## src/rtl/mem_stage_lsu_pkg.sv

```systemverilog
// Shared definitions for the MEM-stage load/store unit.
//   - funct3 encodings for RV32I loads and stores
//   - LSU control state encodings
package mem_stage_lsu_pkg;

    localparam logic [2:0] F3_B  = 3'b000;
    localparam logic [2:0] F3_H  = 3'b001;
    localparam logic [2:0] F3_W  = 3'b010;
    localparam logic [2:0] F3_BU = 3'b100;
    localparam logic [2:0] F3_HU = 3'b101;

    typedef enum logic {
        LSU_IDLE = 1'b0,
        LSU_BUSY = 1'b1
    } lsu_state_t;

endpackage

```

## src/rtl/mem_stage_lsu_format.sv

```systemverilog
// Combinational data formatting for the load/store unit.
// Ports:
//   funct3      access size/signedness (B, H, W, BU, HU)
//   isStore     1 = store formatting, 0 = load formatting
//   off         byte offset within the word (address bits [1:0])
//   storeData   raw rs2 value
//   readWord    raw word returned by data memory
//   laneData    store data replicated across the byte lanes
//   byteEnable  store byte enables (all ones for loads)
//   loadData    extracted and sign/zero-extended load result
module mem_stage_lsu_format
    import mem_stage_lsu_pkg::*;
(
    input  logic [2:0]  funct3,
    input  logic        isStore,
    input  logic [1:0]  off,
    input  logic [31:0] storeData,
    input  logic [31:0] readWord,
    output logic [31:0] laneData,
    output logic [3:0]  byteEnable,
    output logic [31:0] loadData
);

    logic [7:0]  byteLane;
    logic [15:0] halfLane;

    // Stores replicate the datum into every lane it could land in, so the
    // memory only has to honour the byte enables. Loads pull the addressed
    // lane back out and extend it to a full register.
    always_comb begin
        byteLane   = readWord[{off, 3'b000} +: 8];
        halfLane   = readWord[{off[1], 4'b0000} +: 16];
        laneData   = 32'h0;
        byteEnable = isStore ? 4'b0000 : 4'b1111;
        loadData   = 32'h0;
        case (funct3)
            F3_B: begin
                if (isStore) begin
                    laneData   = {4{storeData[7:0]}};
                    byteEnable = 4'b0001 << off;
                end
                loadData = {{24{byteLane[7]}}, byteLane};
            end
            F3_H: begin
                if (isStore) begin
                    laneData   = {2{storeData[15:0]}};
                    byteEnable = 4'b0011 << off;
                end
                loadData = {{16{halfLane[15]}}, halfLane};
            end
            F3_W: begin
                if (isStore) begin
                    laneData   = storeData;
                    byteEnable = 4'b1111;
                end
                loadData = readWord;
            end
            F3_BU:   loadData = {24'h0, byteLane};
            F3_HU:   loadData = {16'h0, halfLane};
            default: ;
        endcase
    end

endmodule

```

## src/rtl/mem_stage_lsu.sv

```systemverilog
// MEM-stage load/store unit with MEM/WB pipeline register.
// Ports:
//   clock, reset                 rising-edge clock, synchronous active-high reset
//   valid_m .. PCPlus4M          EX/MEM register outputs for the MEM slot
//   dmem_req/we/addr/be/wdata    data-memory request, held until dmem_ack
//   dmem_ack, dmem_rdata         memory completion and read word
//   stall_m                      hold IF/ID/EX/MEM while an access is pending
//   fault_m                      one-cycle pulse on bad access or timeout
//   *W                           MEM/WB register feeding writeback
module mem_stage_lsu
    import mem_stage_lsu_pkg::*;
#(
    parameter int TIMEOUT = 16
)
(
    input  logic        clock,
    input  logic        reset,
    input  logic        valid_m,
    input  logic        mem_read_m,
    input  logic        mem_write_m,
    input  logic [2:0]  funct3_m,
    input  logic        reg_write_m,
    input  logic [1:0]  result_src_m,
    input  logic [31:0] ALUresultM,
    input  logic [31:0] writedataM,
    input  logic [4:0]  RdM,
    input  logic [31:0] PCPlus4M,
    output logic        dmem_req,
    output logic        dmem_we,
    output logic [31:0] dmem_addr,
    output logic [3:0]  dmem_be,
    output logic [31:0] dmem_wdata,
    input  logic        dmem_ack,
    input  logic [31:0] dmem_rdata,
    output logic        stall_m,
    output logic        fault_m,
    output logic [31:0] ALUresultW,
    output logic [31:0] ReadDataW,
    output logic [31:0] PCPlus4W,
    output logic [4:0]  RdW,
    output logic        RegWriteW,
    output logic [1:0]  ResultSrcW
);

    localparam int CW = $clog2(TIMEOUT + 1);
    localparam logic [CW-1:0] LAST = CW'(TIMEOUT - 1);

    lsu_state_t    state, stateNext;
    logic [CW-1:0] cnt;
    logic [1:0]    off;
    logic          acc, isStore, f3Legal, misaligned, bad, timedOut;
    logic          startAccess, wCapture, captureLoad, faultNext;
    logic [31:0]   laneData, loadData;
    logic [3:0]    byteEnable;

    assign off      = ALUresultM[1:0];
    assign isStore  = mem_write_m;
    assign acc      = valid_m & (mem_read_m | mem_write_m);
    assign timedOut = (state == LSU_BUSY) && !dmem_ack && (cnt == LAST);

    // The MEM-stage inputs stay frozen while stalled, so one formatter on
    // the live inputs serves both the store issue and the load return.
    mem_stage_lsu_format uFormat (
        .funct3     (funct3_m),
        .isStore    (isStore),
        .off        (off),
        .storeData  (writedataM),
        .readWord   (dmem_rdata),
        .laneData   (laneData),
        .byteEnable (byteEnable),
        .loadData   (loadData)
    );

    // Screen the access before issuing: illegal size for the direction,
    // or an address not aligned to the access size.
    always_comb begin
        f3Legal    = 1'b0;
        misaligned = 1'b0;
        case (funct3_m)
            F3_B:    f3Legal = 1'b1;
            F3_H:    begin f3Legal = 1'b1;     misaligned = off[0];          end
            F3_W:    begin f3Legal = 1'b1;     misaligned = (off != 2'b00);  end
            F3_BU:   f3Legal = !isStore;
            F3_HU:   begin f3Legal = !isStore; misaligned = off[0];          end
            default: ;
        endcase
        bad = !f3Legal || misaligned;
    end

    // State register.
    always_ff @(posedge clock) begin
        if (reset) state <= LSU_IDLE;
        else       state <= stateNext;
    end

    // Next state: a good access parks us in BUSY until ack or timeout.
    always_comb begin
        stateNext = state;
        case (state)
            LSU_IDLE: if (acc && !bad)            stateNext = LSU_BUSY;
            LSU_BUSY: if (dmem_ack || timedOut)   stateNext = LSU_IDLE;
            default:                              stateNext = LSU_IDLE;
        endcase
    end

    // Outputs/controls. The timeout cycle releases the stall so the dead
    // instruction drains out of MEM as a bubble alongside the fault.
    always_comb begin
        stall_m     = 1'b0;
        startAccess = 1'b0;
        wCapture    = 1'b0;
        captureLoad = 1'b0;
        faultNext   = 1'b0;
        case (state)
            LSU_IDLE: begin
                if (!acc)      wCapture  = 1'b1;
                else if (bad)  faultNext = 1'b1;
                else begin
                    stall_m     = 1'b1;
                    startAccess = 1'b1;
                end
            end
            LSU_BUSY: begin
                stall_m = !dmem_ack && !timedOut;
                if (dmem_ack) begin
                    wCapture    = 1'b1;
                    captureLoad = !dmem_we;
                end else if (timedOut) begin
                    faultNext = 1'b1;
                end
            end
            default: ;
        endcase
    end

    // Memory request registers, timeout counter and MEM/WB register.
    always_ff @(posedge clock) begin
        if (reset) begin
            dmem_req   <= 1'b0;
            dmem_we    <= 1'b0;
            dmem_addr  <= 32'h0;
            dmem_be    <= 4'b0000;
            dmem_wdata <= 32'h0;
            fault_m    <= 1'b0;
            cnt        <= '0;
            ALUresultW <= 32'h0;
            ReadDataW  <= 32'h0;
            PCPlus4W   <= 32'h0;
            RdW        <= 5'd0;
            RegWriteW  <= 1'b0;
            ResultSrcW <= 2'b00;
        end else begin
            fault_m <= faultNext;
            if (startAccess) begin
                dmem_req   <= 1'b1;
                dmem_we    <= isStore;
                dmem_addr  <= {ALUresultM[31:2], 2'b00};
                dmem_be    <= byteEnable;
                dmem_wdata <= laneData;
                cnt        <= '0;
            end else if (state == LSU_BUSY) begin
                if (dmem_ack || timedOut) dmem_req <= 1'b0;
                else                      cnt      <= cnt + CW'(1);
            end
            if (wCapture) begin
                ALUresultW <= ALUresultM;
                ReadDataW  <= captureLoad ? loadData : 32'h0;
                PCPlus4W   <= PCPlus4M;
                RdW        <= RdM;
                RegWriteW  <= reg_write_m;
                ResultSrcW <= result_src_m;
            end else begin
                ALUresultW <= 32'h0;
                ReadDataW  <= 32'h0;
                PCPlus4W   <= 32'h0;
                RdW        <= 5'd0;
                RegWriteW  <= 1'b0;
                ResultSrcW <= 2'b00;
            end
        end
    end

endmodule

```

## config.mk

```make
export PLATFORM = sky130hd
export DESIGN_NAME = mem_stage_lsu
export DESIGN_NICKNAME = d
export VERILOG_FILES = /design/src/rtl/mem_stage_lsu_pkg.sv /design/src/rtl/mem_stage_lsu_format.sv /design/src/rtl/mem_stage_lsu.sv
export SDC_FILE = /design/constraint.sdc
export NUM_CORES = 1
export LEC_CHECK = 0
export BUFFER_PORTS_ARGS = -buffer_cell sky130_fd_sc_hd__buf_2
export CAP_MARGIN = 10
export CELL_PAD_IN_SITES_DETAIL_PLACEMENT = 0
export CELL_PAD_IN_SITES_GLOBAL_PLACEMENT = 1
export CORE_UTILIZATION = 33
export CTS_CLUSTER_SIZE = 8
export DETAILED_ROUTE_END_ITERATION = 10
export PLACE_DENSITY = 0.8
export SYNTH_ARGS = -nofsm -noshare
export SYNTH_HDL_FRONTEND = slang
export SYNTH_HIERARCHICAL = 1
export SYNTH_SLANG_ARGS = --single-unit
```

## constraint.sdc

```tcl
create_clock -name clock -period 1.9 [get_ports clock]
set_input_delay 0.19 -clock clock [delete_from_list [all_inputs] [get_ports clock]]
set_output_delay 0.19 -clock clock [all_outputs]
set_load 0.01 [all_outputs]
```

==> impl_metrics.env <==
export IMPL_wl_met3_um=1990
export IMPL_p_clk_frac=0.389
export IMPL_p_comb_frac=0.174
export IMPL_yosysTopAreaCell="dfxtp_1"
export IMPL_core_um2=26200
export IMPL_io_pins=321
export IMPL_grt_overflow=0
export IMPL_finalWorstSetupSlack_ns=-0.216
export IMPL_worst_skew_pair_late_latency_ns=0.44
export IMPL_fin_skew_ns=0.0335
export IMPL_path_cells="ha_2, and3_4, ha_4, or3b_4, buf_6, nand2_4, buf_6"
export IMPL_layout_nets=1535
export IMPL_crit_type="reg2out"
export IMPL_cpMostUsedCell="buf_6"
export IMPL_rows=59
export IMPL_cts_made_buffers=17
export IMPL_grt_max_degree=69
export IMPL_final_setup_viol_count=2
export IMPL_hp_class="in2reg"
export IMPL_drt_pre_antenna_iters=8
export IMPL_vdd_ir_drop_max_mv=0.475
export IMPL_num_vias=9047
export IMPL_drive_gt1_frac=0.307
export IMPL_cp_end_kind="output pin"
export IMPL_synth_area_top_cells="dfxtp_1 (40%), nor2b_1 (10%), and2_1 (7.9%)"
export IMPL_synth_edf_count=0
export IMPL_clkSlewWorstSetupHoldPaths_ns=0.08
export IMPL_initialDrtViolationCount=693
export IMPL_groute_usage_overall=0.229
export IMPL_status="complete, but fails checks"
export IMPL_required_ns=1.71
export IMPL_hold_viol_final=0
export IMPL_switching_share=0.298
export IMPL_yosys_register_bits=179
export IMPL_switchingPower_mw=2.72
export IMPL_ys_types=53
export IMPL_remaining_drc_errors=30
export IMPL_gp_congestion=0.839
export IMPL_crit_buf_inv=2
export IMPL_dpl_hpwl_um=21500
export IMPL_topRoutingLayerUsed="met4"
export IMPL_p_int_mw=6.40
export IMPL_slew_headroom=0.647
export IMPL_viasPerCell=5.22
export IMPL_grt_pass1_vias=8581
export IMPL_clock_sinks=179
export IMPL_die_area_um2=27500
export IMPL_antenna_found_initial=2
export IMPL_critPathLaunchType="register"
export IMPL_port_buffers=318
export IMPL_place_inst=1629
export IMPL_wl_per_cell_um=18.6
export IMPL_seqPwrFrac=0.437
export IMPL_syn_area_per_cell_um2=8.46
export IMPL_syn2layout_area_growth_pct=37.5
export IMPL_final_max_slew_viol_count=0
export IMPL_p_per_area_nw_per_um2=748
export IMPL_die_w_um=166
export IMPL_start_util=0.338
export IMPL_worst_pin_slew_ns=0.528
export IMPL_synthFlopType="dfxtp_1"
export IMPL_met1_length_um=13900
export IMPL_die_h_um=166
export IMPL_cp_max_fo=2
export IMPL_ys_seq_area_frac=0.404
export IMPL_period_share=1.11
export IMPL_synth_top_cell_area_share=0.404
export IMPL_max_freq_mhz=473
export IMPL_detail_route_antenna_nets=0
export IMPL_cp_arrival_ns=1.93
export IMPL_cp_top_family="simple AND/OR/NAND/NOR gates"
export IMPL_htreeDepth=4
export IMPL_drt_total_wl_um=32300
export IMPL_maxCapViolations=0
export IMPL_yosysWarnings=6
export IMPL_met2_length_um=15600
export IMPL_min_period_ns=2.12
export IMPL_clk_path_buf_depth=2
export IMPL_hold_ws_ns=0.0110
export IMPL_cts_tree="yes"
export IMPL_violations="design-rule violations, negative setup slack"
export IMPL_grt_pass1_wl_um=49900
export IMPL_final_cells=1732
export IMPL_netlist_instances=1048
export IMPL_netlist_area_um2=8860
export IMPL_n_fill_cell=2530
export IMPL_power_leakage_nw=5.51
export IMPL_cts_root_buffer="clkbuf_16"
export IMPL_cp_slowest_cell="or3b_4"
export IMPL_grt_setup_unrepaired="yes"
export IMPL_slowest_delay_ns=0.38
export IMPL_synthArstFlopShare=0
-- repair_timing --
action	in CTS	in global routing
hold buffers	65	0
buffers inserted	3	3
setup endpoints to repair	3	4
resized for setup	10	4
hold endpoints to repair	65	0
pin swaps	3	3
-- Yosys cell counts, types with 2 or more instances --
master and instances:
mux2i_1 2, xnor2_1 2, buf_2 26, a21oi_1 50, nor2_1 6, o21ai_0 69
buf_4 4, buf_1 12, a22oi_1 16, nor3_1 5, and2_1 112, nand3_1 136
o2111ai_1 67, nand2_1 38, clkbuf_1 58, a32oi_1 2, nand2b_1 12, o21ai_1 4
ha_1 6, nor2b_1 145, a21o_1 16, mux2_4 5, a221o_1 7, a211oi_4 2
a211oi_1 17, inv_1 6, mux2_2 5, o31ai_1 2, or3b_1 2, buf_6 7
dfxtp_1 179, clkbuf_2 7
-- layout by cell type, fill, tap and decap left out, drive strengths merged, types with 2 or more instances in the layout --
master	count
a22oi	16
xnor2	2
mux2	10
or3b	2
nand2	38
o21ai	73
ha	6
and2	112
nor3	5
nor2	6
clkbuf	18
o31ai	2
a21boi	2
dlygate4sd3	65
o2111ai	67
buf	365
a32oi	2
nand3	136
mux2i	2
a21oi	50
inv	14
nand2b	12
nor2b	145
a211oi	19
clkinv	4
dfxtp	179
a21o	16
a221o	7
conb	2
-- cell families (layout without fill, tap and decap cells) --
| logic type | after synthesis | after routing | share of synthesized area |
|---|---|---|---|
| muxes | 12 | 12 | 0.0171 |
| xor gates and xnor gates | 2 | 2 | 0.00198 |
| other | 1 | 3 | 0.000423 |
| DFF | 179 | 179 | 0.404 |
| and+or+nand+nor | 466 | 466 | 0.300 |
| AOI/OAI and AO/OA | 262 | 262 | 0.205 |
| adders and majority gates | 6 | 6 | 0.00847 |
| buffers and inverters | 120 | 467 | 0.0631 |
-- final timing paths --
kind / from / endpoint / slack, ns / depth (start not counted)
worst max register to register: cnt[0]$_SDFFE_PP0P_ / cnt[3]$_SDFFE_PP0P_ / -0.06 / 7
worst min register to register: dmem_req$_SDFFE_PP0P_ / dmem_req$_SDFFE_PP0P_ / 0.47 / 2
worst max-delay path: cnt[0]$_SDFFE_PP0P_ / stall_m / -0.22 / 7
worst min-delay path: ALUresultM[11] / ALUresultW[11]$_SDFF_PP0_ / 0.01 / 2
-- through the flow --
step	setup slack (ns)	utilization	TNS (ns)	cell area, µm²	power, mW
after detailed placement	-0.0496	0.414	-0.0496	10900	5.52
after floorplan	0.000934	-	0	8870	4.87
after global routing	-0.277	0.465	-0.587	12200	9.47
after global placement	-0.0299	0.414	-0.0299	10900	5.51
final	-0.216	0.465	-0.277	12200	9.12
after CTS	-0.222	0.463	-0.222	12100	9.20
-- per-layer routing --
layer  global-route usage  vias to the layer above
met3               0.0427                       39
met4               0.0772                        0
met5                    0                        -
li1                     -                     4373
met1                0.292                     4240
met2                0.388                      395
-- sequential cells by signal, summed over array words and instances, names as in the netlist --
register	count
ALUresultW	32
PCPlus4W	32
ReadDataW	32
dmem_wdata	32
dmem_addr	30
RdW	5
cnt	5
dmem_be	4
ResultSrcW	2
RegWriteW	1
dmem_req	1
dmem_we	1
fault_m	1
state	1
-- cell type report --
type | instances | area (µm²) | share of cell area
tap | 335 | 419 | 0.0344
timing repair buffer | 430 | 2770 | 0.227
clock inverter | 13 | 133 | 0.0109
sequential | 179 | 3580 | 0.294
clock buffer | 18 | 439 | 0.0360
antenna | 1 | 2.50 | 0.000205
multi-input combinational | 750 | 4810 | 0.395
inverter | 6 | 22.5 | 0.00185
-- worst reg2reg max path, delay by kind of cell (launching register included) --
kind | cells | cell delay (ns)
buffers and inverters | 1 | 0.14
flip-flops | 1 | 0.32
AND/OR/NAND/NOR | 3 | 0.91
AO/OA/AOI/OAI | 1 | 0.18
adder cells (fa/ha/maj) | 2 | 0.33
-- power by group through the flow --
| stage | logic (mW) | clock network [mW] | registers (mW) |
|---|---|---|---|
| 2_1_floorplan | 0.730 | 0 | 4.14 |
| 3_5_place_dp | 1.46 | 0 | 4.07 |
| 3_3_place_gp | 1.45 | 0 | 4.07 |
| 5_1_grt | 1.72 | 3.76 | 4.00 |
| 4_1_cts | 1.58 | 3.64 | 3.98 |
| 6_report | 1.59 | 3.55 | 3.98 |
No activity file was read; power rests on OpenSTA's default activity.
